### config.mk
export PLATFORM = sky130hd
export DESIGN_NAME = skew_deskew_buffer_flat
export DESIGN_NICKNAME = d
export VERILOG_FILES = /design/src/rtl/skew_deskew_buffer_if.sv /design/src/rtl/skew_deskew_buffer.sv /design/src/flat_wrapper.sv
export SDC_FILE = /design/constraint.sdc
export NUM_CORES = 2
export LEC_CHECK = 0
export ABC_AREA = 1
export CAP_MARGIN = 20
export CORE_ASPECT_RATIO = 1.2
export CORE_MARGIN = 4
export CORE_UTILIZATION = 40
export DETAILED_ROUTE_END_ITERATION = 6
export PLACE_DENSITY_LB_ADDON = 0.08
export SYNTH_ARGS = -nofsm -noshare
export SYNTH_HDL_FRONTEND = slang
export SYNTH_SLANG_ARGS = --single-unit
export TNS_END_PERCENT = 20
### constraint.sdc
create_clock -name clk -period 1.93 [get_ports clk]
set_input_delay 0.386 -clock clk [delete_from_list [all_inputs] [get_ports clk]]
set_output_delay 0.386 -clock clk [all_outputs]
set_load 0.05 [all_outputs]
### src/rtl/skew_deskew_buffer_if.sv
// Stream bundle for skew_deskew_buffer: input vector with valid/last, delayed lane data out.
// The master drives the input vector; the slave (the buffer) drives the delayed outputs.
interface skew_deskew_buffer_if #(
    parameter int DATAWIDTH = 8,
    parameter int N_SIZE    = 16
);
    logic                                in_valid;
    logic                                in_last;
    logic [N_SIZE-1:0][DATAWIDTH-1:0]    act_in;
    logic [N_SIZE-1:0][DATAWIDTH-1:0]    act_out;
    logic [N_SIZE-1:0]                   out_valid;
    logic                                out_last;

    modport master (
        output in_valid, in_last, act_in,
        input  act_out, out_valid, out_last
    );

    modport slave (
        input  in_valid, in_last, act_in,
        output act_out, out_valid, out_last
    );
endinterface

### src/rtl/skew_deskew_buffer.sv
// Triangular skew/deskew register array: lane k is delayed by k (skew) or N_SIZE-1-k (deskew)
// cycles, with per-lane valid, stall, flush, runtime lane masking and frame-end tracking.
module skew_deskew_buffer #(
    parameter int DATAWIDTH = 8,
    parameter int N_SIZE    = 16,
    parameter int LW        = $clog2(N_SIZE + 1)
) (
    input  logic                 clk,
    input  logic                 rst,
    input  logic                 en,
    input  logic                 flush,
    input  logic                 cfg_we,
    input  logic                 cfg_mode,
    input  logic [LW-1:0]        cfg_lanes,
    skew_deskew_buffer_if.slave  bus,
    output logic                 busy,
    output logic                 cfg_err
);

    localparam int DEPTH = N_SIZE - 1;

    typedef enum logic {
        MODE_SKEW   = 1'b0,
        MODE_DESKEW = 1'b1
    } mode_e;

    mode_e                             mode_q;
    logic [LW-1:0]                     lanes_q;
    logic [DEPTH-1:0]                  last_q;
    logic [N_SIZE-1:0]                 lane_busy;
    logic [N_SIZE-1:0][DATAWIDTH-1:0]  out_data;
    logic [N_SIZE-1:0]                 out_vld;
    logic                              accept;
    logic                              cfg_ok;
    logic [LW-1:0]                     cfg_lanes_fixed;

    assign accept = bus.in_valid & en;

    for (genvar k = 0; k < N_SIZE; k++) begin : g_lane
        // Each chain only needs to reach the deeper of its two taps. Lane 0 always keeps the
        // full N_SIZE-1 length and is never masked, so busy is unchanged by the trimming.
        localparam int LEN = (k > N_SIZE - 1 - k) ? k : N_SIZE - 1 - k;

        logic                          lane_on;
        logic [DATAWIDTH-1:0]          in_d;
        logic                          in_v;
        logic [LEN-1:0][DATAWIDTH-1:0] dq;
        logic [LEN-1:0]                vq;
        logic [DATAWIDTH-1:0]          skew_d;
        logic [DATAWIDTH-1:0]          desk_d;
        logic                          skew_v;
        logic                          desk_v;

        assign lane_on = (LW'(k) < lanes_q);
        assign in_d    = lane_on ? bus.act_in[k] : '0;
        assign in_v    = lane_on & bus.in_valid;

        always_ff @(posedge clk) begin
            if (rst || flush) begin
                dq <= '0;
                vq <= '0;
            end else if (en) begin
                dq[0] <= in_d;
                vq[0] <= in_v;
                for (int unsigned d = 1; d < LEN; d++) begin
                    dq[d] <= dq[d-1];
                    vq[d] <= vq[d-1];
                end
            end
        end

        if (k == 0) begin : g_skew_pass
            assign skew_d = in_d;
            assign skew_v = in_v & en;
        end else begin : g_skew_tap
            assign skew_d = dq[k-1];
            assign skew_v = vq[k-1];
        end

        if (k == N_SIZE - 1) begin : g_desk_pass
            assign desk_d = in_d;
            assign desk_v = in_v & en;
        end else begin : g_desk_tap
            assign desk_d = dq[N_SIZE-2-k];
            assign desk_v = vq[N_SIZE-2-k];
        end

        assign out_data[k]  = !lane_on ? '0
                            : (mode_q == MODE_DESKEW) ? desk_d : skew_d;
        assign out_vld[k]   = lane_on & ((mode_q == MODE_DESKEW) ? desk_v : skew_v);
        assign lane_busy[k] = |vq;
    end

    always_ff @(posedge clk) begin
        if (rst || flush) begin
            last_q <= '0;
        end else if (en) begin
            last_q[0] <= accept & bus.in_last;
            for (int unsigned d = 1; d < DEPTH; d++) begin
                last_q[d] <= last_q[d-1];
            end
        end
    end

    assign bus.act_out   = out_data;
    assign bus.out_valid = out_vld;
    assign bus.out_last  = last_q[DEPTH-1];
    assign busy          = (|lane_busy) | (|last_q);

    // A flush in the same cycle empties the pipeline, so it also makes the write safe.
    assign cfg_ok          = flush | (~busy & ~accept);
    assign cfg_lanes_fixed = (cfg_lanes == '0 || cfg_lanes > LW'(N_SIZE)) ? LW'(N_SIZE) : cfg_lanes;

    always_ff @(posedge clk) begin
        if (rst) begin
            mode_q  <= MODE_SKEW;
            lanes_q <= LW'(N_SIZE);
            cfg_err <= 1'b0;
        end else begin
            cfg_err <= cfg_we & ~cfg_ok;
            if (cfg_we && cfg_ok) begin
                mode_q  <= mode_e'(cfg_mode);
                lanes_q <= cfg_lanes_fixed;
            end
        end
    end

endmodule

### src/flat_wrapper.sv
// flat-port wrapper written by rule: the top's interface ports become plain ports
module skew_deskew_buffer_flat 
#(
    parameter int DATAWIDTH = 8,
    parameter int N_SIZE    = 16,
    parameter int LW        = $clog2(N_SIZE + 1)
)
  (clk, rst, en, flush, cfg_we, cfg_mode, cfg_lanes, busy, cfg_err, bus_in_valid, bus_in_last, bus_act_in, bus_act_out, bus_out_valid, bus_out_last);
  skew_deskew_buffer_if #(.DATAWIDTH(DATAWIDTH), .N_SIZE(N_SIZE)) bus_i ();
  input  logic clk;
  input  logic rst;
  input  logic en;
  input  logic flush;
  input  logic cfg_we;
  input  logic cfg_mode;
  input  logic [LW-1:0] cfg_lanes;
  output logic busy;
  output logic cfg_err;
  input wire logic [$bits(bus_i.in_valid)-1:0] bus_in_valid;
  input wire logic [$bits(bus_i.in_last)-1:0] bus_in_last;
  input wire logic [$bits(bus_i.act_in)-1:0] bus_act_in;
  output wire logic [$bits(bus_i.act_out)-1:0] bus_act_out;
  output wire logic [$bits(bus_i.out_valid)-1:0] bus_out_valid;
  output wire logic [$bits(bus_i.out_last)-1:0] bus_out_last;
  assign bus_i.in_valid = bus_in_valid;
  assign bus_i.in_last = bus_in_last;
  assign bus_i.act_in = bus_act_in;
  assign bus_act_out = bus_i.act_out;
  assign bus_out_valid = bus_i.out_valid;
  assign bus_out_last = bus_i.out_last;
  skew_deskew_buffer #(.DATAWIDTH(DATAWIDTH), .N_SIZE(N_SIZE), .LW(LW)) u_core (.clk(clk), .rst(rst), .en(en), .flush(flush), .cfg_we(cfg_we), .cfg_mode(cfg_mode), .cfg_lanes(cfg_lanes), .bus(bus_i), .busy(busy), .cfg_err(cfg_err));
endmodule
-- Word-level counts from Yosys, hierarchy flattened
Index checks and enable logic that the tools add are counted.
- bits of input ports: 141
- word-level logic and storage cells: 335
- flip-flop bits (word level): 1678
- output and inout bits: 147
- mux-type cells: 65
- $lt $le $gt $ge: 17
- bitwise operators: 43
- reduce and logical (&&, ||, !) cells: 6
- operators with widths (operator ; number):
    8-bit two-way mux ; 48
    184-bit OR reduction ; 1
    4-bit by 5-bit less-than comparator with 1-bit output, first input constant ; 8
    1-bit AND ; 38
    3-bit by 5-bit less-than comparator with 1-bit output, first input constant ; 4
    1-bit two-way mux ; 16
    15-bit OR reduction ; 1
    1-bit by 5-bit less-than comparator with 1-bit output, first input constant ; 2
    2-bit by 5-bit less-than comparator with 1-bit output, first input constant ; 2
    5-bit > comparator, second input constant ; 1
    5-bit logical NOT ; 1
    5-bit two-way mux ; 1
    1-bit NOT ; 3
    1-bit logical OR ; 2
    1-bit bitwise OR ; 2
    1-bit logical AND ; 1

-- Depth between registers and ports, before layout
- depth after elaboration: 7
- mapped depth: 13
- gate-level depth less buffers: 13

-- Worst setup path before layout
No wires, ideal clock.
- kind: register -> output
- start point: reg u_core.lanes_q[2]
- end point: out bus_act_out[112]
- arrival: 1953 ps
- required time: 1544 ps
- stages on the path, launching flop included: 7
- slack: -409 ps
- path through: dfxtp_1 -> nand2_1 -> o21ai_4 -> inv_2 -> a21oi_4 -> inv_2 -> a21oi_1
- longest elaborated chain between the ends: 2
- RTL lines (element ; line ; text):
    start, declared ; skew_deskew_buffer.sv:28 ; logic [LW-1:0] lanes_q;
    start signal, assigned ; skew_deskew_buffer.sv:117 ; lanes_q <= LW'(N_SIZE);
    start signal, assigned ; skew_deskew_buffer.sv:123 ; lanes_q <= cfg_lanes_fixed;
    4-bit by 5-bit less-than comparator with 1-bit output ; skew_deskew_buffer.sv:54 ; assign lane_on = (LW'(k) < lanes_q);
    8-bit two-way mux ; skew_deskew_buffer.sv:88 ; assign out_data[k] = !lane_on ? '0
    end, declared ; flat_wrapper.sv:22 ; output wire logic [$bits(bus_i.act_out)-1:0] bus_act_out;
No other way between the ends.

-- Final worst setup path
- start point: reg u_core.lanes_q[3]
- end point: out bus_out_valid[0]
- longest elaborated chain between the ends: 5
- RTL lines (element ; line ; text):
    1-bit by 5-bit less-than comparator with 1-bit output * ; skew_deskew_buffer.sv:54 ;
    1-bit AND ; skew_deskew_buffer.sv:56 ; assign in_v = lane_on & bus.in_valid;
    1-bit AND ; skew_deskew_buffer.sv:74 ; assign skew_v = in_v & en;
    1-bit two-way mux ; skew_deskew_buffer.sv:90 ; assign out_vld[k] = lane_on & ((mode_q == MODE_DESKEW) ? desk_v : skew_v);
    1-bit AND * ; skew_deskew_buffer.sv:90 ;
    end, declared ; flat_wrapper.sv:23 ; output wire logic [$bits(bus_i.out_valid)-1:0] bus_out_valid;
Every way passes the cells marked *; elsewhere a longest branch is shown, timed or not.

==> metrics.csv <==
stage;metric;value;unit
run_status;status;complete, but fails checks;
run_status;violations;setup timing;
hold_path;min_path_type;in -> reg;
setup_path;critical_path.startpoint;u_core.lanes_q[3]$_SDFFE_PP0P_;
clocking;insertion_delay;0.81;ns
logic_synthesis;synth_area_leaders;dfxtp_1 (56%), nand2_1 (23%), a21oi_1 (15%);
setup_path;r2r-end;u_core.lanes_q[3]$_SDFFE_PP0P_;
finish;final_area;75500;µm²
global_routing;grt_first_pass_wirelength;248000;µm
finish;stdcell_count;10500;
global_routing;top_usage_layer;met2;
logic_synthesis;synth-edff-count;0;
logic_synthesis;synth_nets;8237;
timing;min_period;2.67;ns
floorplan;coreArea;150000;µm²
floorplan;initial_core_util;0.402;
global_routing;grtUsageMet2;0.307;
clocking;root_buffer;clkbuf_16;
run;drv_cap;0;
setup_path;rr_worst_depth;15;
drt;drtIter0Drc;3390;
clocking;htree_levels;4;
drt;drt_first_pass_iters;6;
logic_synthesis;ys_warn_count;0;
drt;postRouteAntennaNets;0;
floorplan;chipHeight;434;µm
drt;drc;0;
timing;hold_viol_final;0;
logic_synthesis;syn_inst;8095;
timing;rsz0062_at_grt;true;
global_routing;gr-total-overflow;0;
logic_synthesis;synth-seq-area-share;0.555;
floorplan;ioPinCount;288;
logic_synthesis;syn_avg_cell_area;7.48;µm²
logic_synthesis;ys.flop_type;dfxtp_1;
logic_synthesis;ys_ff_latch;1678;
setup_path;reg2reg_slack;0.05;ns
timing;relSlewSlack;0.519;
timing;skew;0.0258;ns
setup_path;r2r-start;u_core.g_lane[0].vq[6]$_SDFFE_PP0P_;
drt;routedWlPerCell;14.6;µm
clocking;clockBufferDepth;3;
logic_synthesis;yosysUniqueCellTypes;27;
setup_path;critPathCaptureType;output pin;
global_routing;grt_antenna_before_repair;8;
setup_path;required;1.54;ns
global_routing;met3_usage;0.0360;
pwr;vdd_drop_max;1.04;mV
drt;vias;51000;
clocking;cts-buffers-inserted;173;
global_routing;use_met1;0.258;
setup_path;crit_path_start_kind;flip-flop;
logic_synthesis;yosys.area.top_type;dfxtp_1;
pwr;power.density;973;nW/µm²
pwr;leakage;25.4;nW
clocking;clk_pin_slew;0.06;ns
timing;finalSetupViolations;145;
timing;fmax;375;MHz
floorplan;num_rows;156;
timing;fin_ws;-0.737;ns
timing;worst_pin_slew;0.721;ns
setup_path;crit_type;reg -> out;
global_routing;grt_max_degree;163;
drt;finalWirelength;153000;µm
drt;vias_per_cell;4.88;
finish;area_delta_synth_final;24.7;%
global_routing;grt_pass1_vias;47600;
logic_synthesis;synthArstFlopShare;0;
global_routing;grtUsageTotal;0.189;
logic_synthesis;synth_top_area_frac;0.555;
setup_path;critPathMaxFanout;16;
placement;placed_area;68400;µm²
floorplan;dieArea;158000;µm²
logic_synthesis;ys_top_cells_by_count;nand2_1 (3647), a21oi_1 (1754), dfxtp_1 (1678), clkbuf_1 (310), buf_2 (281);
placement;portBuffers;287;
timing;tns;-90.35;ns
placement;dp_cells;10100;
setup_path;critPathArrivalTime;2.28;ns
floorplan;die_width;363;µm
clocking;clock_sinks;1678;
placement;dp_hpwl;94900;µm
setup_path;crit_path_end;bus_out_valid[0];
clocking;cts_tree;yes;
finish;drive_gt1_frac;0.116;
logic_synthesis;synthesis.area;60500;µm²
timing;slew_violations;0;
finish;final_nets;8495;
timing;fin_crit_sh;1.38;
logic_synthesis;synthMostInstantiatedCell;nand2_1;
placement;place_congestion;0.764;
==> through the flow <==
stage / hold WS (ns) / total power [mW] / worst slack, ns / util
finish: 0.122 / 73.5 / -0.737 / 0.501
CTS: 0.0305 / 74.5 / -0.834 / 0.499
global route: 0.0707 / 76.3 / -0.851 / 0.501
detailed placement: 0.443 / 40.5 / -0.185 / 0.455
floorplan: 0.433 / 38.2 / -0.226 / -
global placement: 0.444 / 40.5 / -0.245 / 0.455
==> layout make-up <==
cell class	count	area, µm²
fillers	14600	75000
flip-flops and latches	1678	33600
multi-input cells	5728	25000
repair buffers	678	8210
clock buffers	263	5200
well taps	1975	2470
clock inverters	42	483
inverters	92	434
repair inverters	2	36.3
diodes	2	5.00
==> where the power goes <==
group / internal (mW) / switching [mW]
combinational: 1.83 / 3.32
sequential: 34.8 / 0.117
clock: 19.7 / 13.7
total: 56.4 / 17.1
==> critical path, cell delays in order (launching register included) <==
cell,delay [ns]
dfxtp_4,0.36
nor2_4,0.11
inv_2,0.06
nor2_4,0.11
inv_2,0.06
nor2_4,0.09
nand2_2,0.07
buf_12,0.16
o211ai_1,0.19
inv_1,0.10
buf_6,0.17
==> layer usage <==
| layer | wire [µm] | vias to the layer above |
|---|---|---|
| met3 | 6180 | 245 |
| met2 | 70300 | 683 |
| met4 | 3570 | 4 |
| li1 | - | 26400 |
| met1 | 72700 | 23700 |
| met5 | 103 | - |
==> how the worst min path moves through the flow <==
stage / endpoint / from / depth (start not counted) / slack (ns)
floorplan: u_core.g_lane[15].dq[10]$_SDFFE_PP0P_ / u_core.g_lane[15].dq[2]$_SDFFE_PP0P_ / 2 / 0.43
global placement: u_core.g_lane[9].dq[48]$_SDFFE_PP0P_ / u_core.g_lane[9].dq[48]$_SDFFE_PP0P_ / 2 / 0.44
detailed placement: u_core.g_lane[15].dq[10]$_SDFFE_PP0P_ / u_core.g_lane[15].dq[2]$_SDFFE_PP0P_ / 2 / 0.44
CTS: u_core.g_lane[0].dq[95]$_SDFFE_PP0P_ / en / 4 / 0.03
global route: u_core.g_lane[1].dq[69]$_SDFFE_PP0P_ / en / 4 / 0.07
finish: u_core.g_lane[0].dq[95]$_SDFFE_PP0P_ / en / 4 / 0.12
==> cells in the final DEF (no fill, tap or decap), types with 15 or more instances in the layout <==
master	n
a21oi_2	25
clkdlybuf4s50_1	139
clkbuf_1	47
nor2_1	126
buf_6	67
clkbuf_8	34
inv_1	66
buf_4	267
clkbuf_16	182
dfxtp_1	1666
nand2_2	26
buf_12	183
a21oi_1	1673
clkinv_2	25
buf_8	15
nand2_1	3615
a21oi_4	58
o21ai_0	139
==> cells by family after synthesis <==
kind of cell    after synthesis  share of synthesized area
simple gates               3811                      0.237
compound gates             1916                      0.159
flops                      1678                      0.555
buf+inv                     689                     0.0486
fa+ha+maj                     1                   0.000207
==> timing repair <==
item	4_1_cts	5_1_grt
pin swaps	14	37
hold buffers	1	0
hold endpoints to repair	8	0
gates cloned	4	0
endpoints found under the setup margin	153	151
buffers inserted	18	6
resized for setup	186	87
==> flip-flops by register name, indices dropped and copies added (netlist names) <==
register,flops
u_core.g_lane.vq,184
u_core.last_q,15
u_core.cfg_err,1
u_core.g_lane.dq,1232
u_core.g_lane.skew_d,120
u_core.mode_q,1
u_core.g_lane.desk_d,120
u_core.lanes_q,5
(Power assumes the default switching activity.)
